--- src/rtl/cv32e41s_pkg.sv ---
// rtl/cv32e41s_pkg.sv - shared types and result-slice helper for the Zbc carry-less multiply sequencer
package cv32e41s_pkg;

    localparam int CLMUL_DATA_W = 32;

    typedef enum logic [1:0] {
        CLMUL_LO  = 2'd0,
        CLMUL_HI  = 2'd1,
        CLMUL_REV = 2'd2
    } clmul_op_e;

    typedef enum logic [1:0] {
        CLMUL_IDLE = 2'd0,
        CLMUL_BUSY = 2'd1,
        CLMUL_DONE = 2'd2
    } clmul_state_e;

    // Picks the 32-bit window of the 64-bit carry-less product for each op
    function automatic logic [CLMUL_DATA_W-1:0] clmul_select(
        input logic [2*CLMUL_DATA_W-1:0] acc,
        input clmul_op_e                 op
    );
        logic [CLMUL_DATA_W-1:0] res;
        case (op)
            CLMUL_HI:  res = acc[63:32];
            CLMUL_REV: res = acc[62:31];
            default:   res = acc[31:0];
        endcase
        return res;
    endfunction

endpackage

--- src/rtl/cv32e41s_clmul_step.sv ---
// rtl/cv32e41s_clmul_step.sv - combinational partial carry-less product for one slice of the multiplier
module cv32e41s_clmul_step
    import cv32e41s_pkg::*;
#(
    parameter int BITS_PER_CYCLE = 4
) (
    input  logic [2*CLMUL_DATA_W-1:0] mcand,
    input  logic [BITS_PER_CYCLE-1:0] mplier_bits,
    output logic [2*CLMUL_DATA_W-1:0] delta
);

    always_comb begin
        delta = '0;
        for (int j = 0; j < BITS_PER_CYCLE; j++) begin
            if (mplier_bits[j]) begin
                delta = delta ^ (mcand << j);
            end
        end
    end

endmodule

--- src/rtl/cv32e41s_b_clmul_seq.sv ---
// rtl/cv32e41s_b_clmul_seq.sv - multi-cycle clmul/clmulh/clmulr sequencer; CV32E41S_CLMUL_EARLY_TERM_EN enables data-dependent early finish
module cv32e41s_b_clmul_seq
    import cv32e41s_pkg::*;
#(
    parameter int BITS_PER_CYCLE = 4
) (
    input  logic                    clk,
    input  logic                    rst,
    input  logic                    valid_i,
    output logic                    ready_o,
    input  logic [1:0]              op_i,
    input  logic [CLMUL_DATA_W-1:0] rs1_i,
    input  logic [CLMUL_DATA_W-1:0] rs2_i,
    input  logic                    kill_i,
    output logic                    valid_o,
    input  logic                    ready_i,
    output logic [CLMUL_DATA_W-1:0] result_o,
    output logic                    busy_o
);

    localparam int STEPS = CLMUL_DATA_W / BITS_PER_CYCLE;
    localparam int CNT_W = (STEPS > 1) ? $clog2(STEPS) : 1;
    localparam logic [CNT_W-1:0] CNT_LAST = CNT_W'(STEPS - 1);

    if (!(BITS_PER_CYCLE == 1 || BITS_PER_CYCLE == 2 || BITS_PER_CYCLE == 4 ||
          BITS_PER_CYCLE == 8 || BITS_PER_CYCLE == 16 || BITS_PER_CYCLE == 32)) begin : g_bad_bpc
        $error("cv32e41s_b_clmul_seq: BITS_PER_CYCLE must be 1, 2, 4, 8, 16 or 32");
    end

    clmul_state_e              state_q, state_d;
    clmul_op_e                 op_q;
    logic [2*CLMUL_DATA_W-1:0] acc_q;
    logic [2*CLMUL_DATA_W-1:0] mcand_q;
    logic [CLMUL_DATA_W-1:0]   mplier_q;
    logic [CLMUL_DATA_W-1:0]   mplier_nxt;
    logic [CNT_W-1:0]          cnt_q;
    logic [2*CLMUL_DATA_W-1:0] delta;
    logic                      accept;
    logic                      last_step;

    cv32e41s_clmul_step #(
        .BITS_PER_CYCLE (BITS_PER_CYCLE)
    ) u_step (
        .mcand       (mcand_q),
        .mplier_bits (mplier_q[BITS_PER_CYCLE-1:0]),
        .delta       (delta)
    );

    assign mplier_nxt = mplier_q >> BITS_PER_CYCLE;

`ifdef CV32E41S_CLMUL_EARLY_TERM_EN
    // Once no multiplier bits remain, further steps cannot change acc
    assign last_step = (cnt_q == CNT_LAST) || (mplier_nxt == '0);
`else
    assign last_step = (cnt_q == CNT_LAST);
`endif

    always_comb begin
        state_d  = state_q;
        accept   = 1'b0;
        ready_o  = (state_q == CLMUL_IDLE);
        valid_o  = (state_q == CLMUL_DONE);
        busy_o   = (state_q != CLMUL_IDLE);
        result_o = (state_q == CLMUL_DONE) ? clmul_select(acc_q, op_q) : '0;
        if (kill_i) begin
            state_d = CLMUL_IDLE;
        end else begin
            case (state_q)
                CLMUL_IDLE: begin
                    if (valid_i) begin
                        accept  = 1'b1;
                        state_d = CLMUL_BUSY;
                    end
                end
                CLMUL_BUSY: begin
                    if (last_step) begin
                        state_d = CLMUL_DONE;
                    end
                end
                CLMUL_DONE: begin
                    if (ready_i) begin
                        state_d = CLMUL_IDLE;
                    end
                end
                default: state_d = CLMUL_IDLE;
            endcase
        end
    end

    always_ff @(posedge clk or posedge rst) begin
        if (rst) begin
            state_q  <= CLMUL_IDLE;
            op_q     <= CLMUL_LO;
            acc_q    <= '0;
            mcand_q  <= '0;
            mplier_q <= '0;
            cnt_q    <= '0;
        end else begin
            state_q <= state_d;
            if (kill_i) begin
                acc_q <= '0;
                cnt_q <= '0;
            end else if (accept) begin
                // The reserved encoding falls back to the low-half product
                op_q     <= (op_i == 2'd3) ? CLMUL_LO : clmul_op_e'(op_i);
                mcand_q  <= {{CLMUL_DATA_W{1'b0}}, rs1_i};
                mplier_q <= rs2_i;
                acc_q    <= '0;
                cnt_q    <= '0;
            end else if (state_q == CLMUL_BUSY) begin
                acc_q    <= acc_q ^ delta;
                mcand_q  <= mcand_q << BITS_PER_CYCLE;
                mplier_q <= mplier_nxt;
                cnt_q    <= cnt_q + CNT_W'(1);
            end
        end
    end

    a_op_legal: assert property (@(posedge clk) disable iff (rst)
        (valid_i && ready_o && !kill_i) |-> (op_i != 2'd3));

endmodule

--- config.mk ---
export PLATFORM = sky130hd
export DESIGN_NAME = cv32e41s_b_clmul_seq
export DESIGN_NICKNAME = d
export VERILOG_FILES = /design/src/rtl/cv32e41s_pkg.sv /design/src/rtl/cv32e41s_clmul_step.sv /design/src/rtl/cv32e41s_b_clmul_seq.sv
export SDC_FILE = /design/constraint.sdc
export NUM_CORES = 1
export LEC_CHECK = 0
export ABC_AREA = 1
export ABC_CLOCK_PERIOD_IN_PS = 6000
export CORE_AREA = 2 2 192 194
export DETAILED_ROUTE_END_ITERATION = 8
export DIE_AREA = 0 0 194 196
export GPL_TIMING_DRIVEN = 0
export PLACE_DENSITY = 0.58
export SYNTH_ARGS = -nofsm -noshare
export SYNTH_HDL_FRONTEND = slang
export SYNTH_HIERARCHICAL = 1
export SYNTH_SLANG_ARGS = --single-unit
--- constraint.sdc ---
create_clock -name clk -period 6 [get_ports clk]
set_input_delay 0.9 -clock clk [delete_from_list [all_inputs] [get_ports clk]]
set_output_delay 0.9 -clock clk [all_outputs]
set_load 0.01 [all_outputs]
==> results.tsv <==
stage	metric	value	unit
flow_run	Max Cap Viol	0	
sta	Final Setup Violations	0	
clock_network	number of buffers created by CTS	17	
synth	adder-cell share of the synthesized area	0.401	%
pwr	combinational share of power	42.4	%
critical_path	crit path cell chain	inv_1, ha_1, clkbuf_1, inv_1, clkbuf_1, o21ai_0, a21oi_1, clkdlybuf4s50_1	
sta	setup TNS	0	ns
critical_path	CP Launch Point	op_q[0]	
place	DP Cell Count	2443	
layout	final design utilization	41.0	%
clock_network	htree depth	4	
synth	Mapped Avg Cell Area	6.67	um2
pwr	Net Switching	2.20	mW
clock_network	Skew-Pair Late Insertion Delay	0.44	ns
place	port bufs	105	
floorplanning	num ports	106	
clock_network	CTS Sinks	167	
hold_path	hold path endpoint	mplier_q[24]	
global_route	first-pass GRT wire length	64300	um
synth	Synth Warn #	6	
synth	post-synthesis compound-gate area fraction	4.05	%
layout	nets	2069	
floorplanning	Die X	194	um
clock_network	CTS resizes	0	
clock_network	CTS tree	yes	
critical_path	Setup CP Type	register to output port	
layout	share of layout cells above drive strength 1	4.63	%
critical_path	CP max stage cell	clkdlybuf4s50_1	
sta	Clock Skew	0.0103	ns
synth	Synth Register Bits	167	
synth	post-synthesis instance total	1869	
critical_path	worst reg-to-reg setup slack	3.80	ns
global_route	largest net degree at the start of global routing	122	
pwr	Flop pwr share	32.4	%
drt	# DRC	0	
sta	fin crit share	64.4	%
drt	Initial DRT Pass Iterations	5	
floorplanning	initial core utilization	34.6	%
layout	area grow syn2layout	18.7	%
synth	post-synthesis xor/xnor area fraction	17.1	%
pwr	cell internal pwr	2.85	mW
place	RD Place Congestion	0.845	
clock_network	Reg clk slew, reported paths	0.07	ns
synth	largest family of logic cells by synthesized area	simple AND/OR/NAND/NOR gates	
place	hpwl dp	29900	um
critical_path	Reg2Reg Capture Point	acc_q[48]	
clock_network	Bufs on Longest Clock Path	2	
critical_path	WP data required	5.10	ns
sta	Period minus WS final	3.86	ns
sta	max frequency	259	MHz
drt	Vias/cell	5.07	
layout	ANT cells	0	
sta	Final Max Tran Viols	0	
critical_path	worst path bufs/invs	5	
drt	vias post-DR	12500	
drt	drt total wl	39800	um
drt	Routed wire per std cell	16.1	um
sta	Rel. slew slack	50.5	%
synth	post-synthesis sequential area ratio	33.5	%
synth	multiplexer share of the synthesized area	0	%
floorplanning	Die Area	38000	um2
critical_path	R2R depth	5	
pwr	worst vdd ir	0.204	mV
pwr	Sw Ratio	43.5	%
floorplanning	core area	36100	um2
critical_path	cell family with most CP delay	buffers and inverters	
critical_path	largest fanout on the critical path	10	
hold_path	HP Start	mplier_q[28]	
synth	Post-Syn Nets	1944	
layout	Cell Count, Final, Fillers Out	2475	
synth	Post-Syn Area	12500	um2
sta	Slew @ Worst Pin	0.739	ns
hold_path	Worst Hold Class	register to register	
sta	final-report hold violation count	0	
synth	simple-gate portion of the synthesized area	38.3	%
global_route	initial antenna violation count	0	
global_route	total grt overflow	0	
global_route	GRT Overall Usage	21.0	%
pwr	clock group share of total power	25.2	%
critical_path	data arrival time of the worst path	2.96	ns
outcome	run status	finished, final reports clean	
clock_network	Root Driver	clkbuf_16	
drt	Post-DRT Antenna Nets	0	
critical_path	Critical Path End Type	output port	
layout	number of fillers in the final layout	3751	
floorplanning	Chip Height	196	um
global_route	number of global-route vias before repair	12100	
pwr	total power	5.05	mW
hold_path	hold-critical path depth	2	
clock_network	postcts setup bufs	0	
sta	RSZ-0062 raised after global routing	false	
pwr	LEAKAGE	6.47	nW
floorplanning	FP Rows	70	
critical_path	slowest cell delay on critical path	0.60	ns
critical_path	launch point of the worst reg-to-reg path	state_q[0]	
clock_network	post-cts hold buffer count	0	
drt	initial DRC count	801	
critical_path	CP Launch Type	register	
synth	post-synth cell types	20	
pwr	Pwr Density	341	nW/um2
-- how the worst max path moves through the flow --
stage | to | cells after the start
5_1_grt | result_o[1] | 8
3_5_place_dp | result_o[22] | 8
4_1_cts | result_o[30] | 8
6_report | result_o[22] | 8
2_1_floorplan | acc_q[0] | 1
3_3_place_gp | acc_q[42] | 2
-- synthesized netlist by cell type --
cell type	number	area, um2
buf_4	3	22.5
buf_6	5	56.3
nor2_2	2	12.5
nand3_1	200	1000
xnor2_1	121	1060
buf_2	43	215
o21ai_0	31	155
buf_1	9	33.8
xor2_1	123	1080
nand2_1	801	3010
nand4_1	65	407
nor2_1	92	345
clkbuf_1	51	191
inv_2	6	22.5
dfrtp_1	167	4180
inv_1	75	282
ha_1	4	50.1
a21oi_1	67	335
nand3b_1	1	7.51
o21ai_1	3	15.0
-- power by group through the flow --
stage / registers, mW / clock network, mW / logic (mW)
final: 1.64 / 1.27 / 2.14
after global routing: 1.67 / 1.34 / 2.40
after CTS: 1.63 / 1.29 / 2.13
after detailed placement: 1.65 / 0 / 2.13
after global placement: 1.65 / 0 / 2.07
after floorplan: 1.53 / 0 / 1.57
-- per-layer routing --
layer | vias to the layer above | part of all wire (%) | GRT usage [%]
met3 | 45 | 4.9 | 2.82
li1 | 6173 | - | -
met2 | 322 | 46 | 34.4
met5 | - | 0 | 0
met1 | 5998 | 47 | 29.0
met4 | 0 | 2.0 | 5.58
-- worst register-to-register path, cell delays in order, from the launching register on --
cell and delay [ns]:
dfrtp_1 0.45, nor2_2 0.33, nand2_1 0.09, nand2_1 0.46, buf_1 0.60, nor2_1 0.12
-- layout make-up --
class | count | area, um2 | area share (%)
clock buffers | 21 | 480 | 3.24
plain buffers | 111 | 519 | 3.51
inverters | 81 | 312 | 2.10
flip-flops and latches | 167 | 4180 | 28.2
repair buffers | 106 | 1080 | 7.28
clock inverters | 11 | 183 | 1.23
multi-input cells | 1510 | 7470 | 50.5
well taps | 468 | 586 | 3.95
-- per-stage QoR --
step                      setup WS [ns]  cell area [um2]  hold slack [ns]
final                              2.14            14800            0.491
after global routing               1.95            14800            0.518
after CTS                          2.12            14800            0.493
after detailed placement           2.63            14100            0.477
after global placement            -2.22            14100            0.471
after floorplan                   0.582            12500            0.466
-- flip-flops by register name (all words and copies together) (netlist names) --
name and flops:
acc_q 64, cnt_q 3, mcand_q 64, mplier_q 32, op_q 2, state_q 2
-- cells in the final DEF (no fill, tap or decap), drive strengths merged --
cell,count
bufinv,4
nand2,801
buf,61
xnor2,121
nand3,200
nand4,65
clkinv,1
nor2,94
xor2,123
a21oi,67
nand3b,1
dfrtp,167
clkbuf,72
o21ai,34
clkdlybuf4s50,105
ha,4
inv,86
clkinvlp,1
-- cells by family after synthesis --
group	after synthesis
simple gates	1161
xor+xnor	244
buf+inv	192
compound gates	101
flops	167
fa+ha+maj	4
Power figures use the tool's default switching activity.
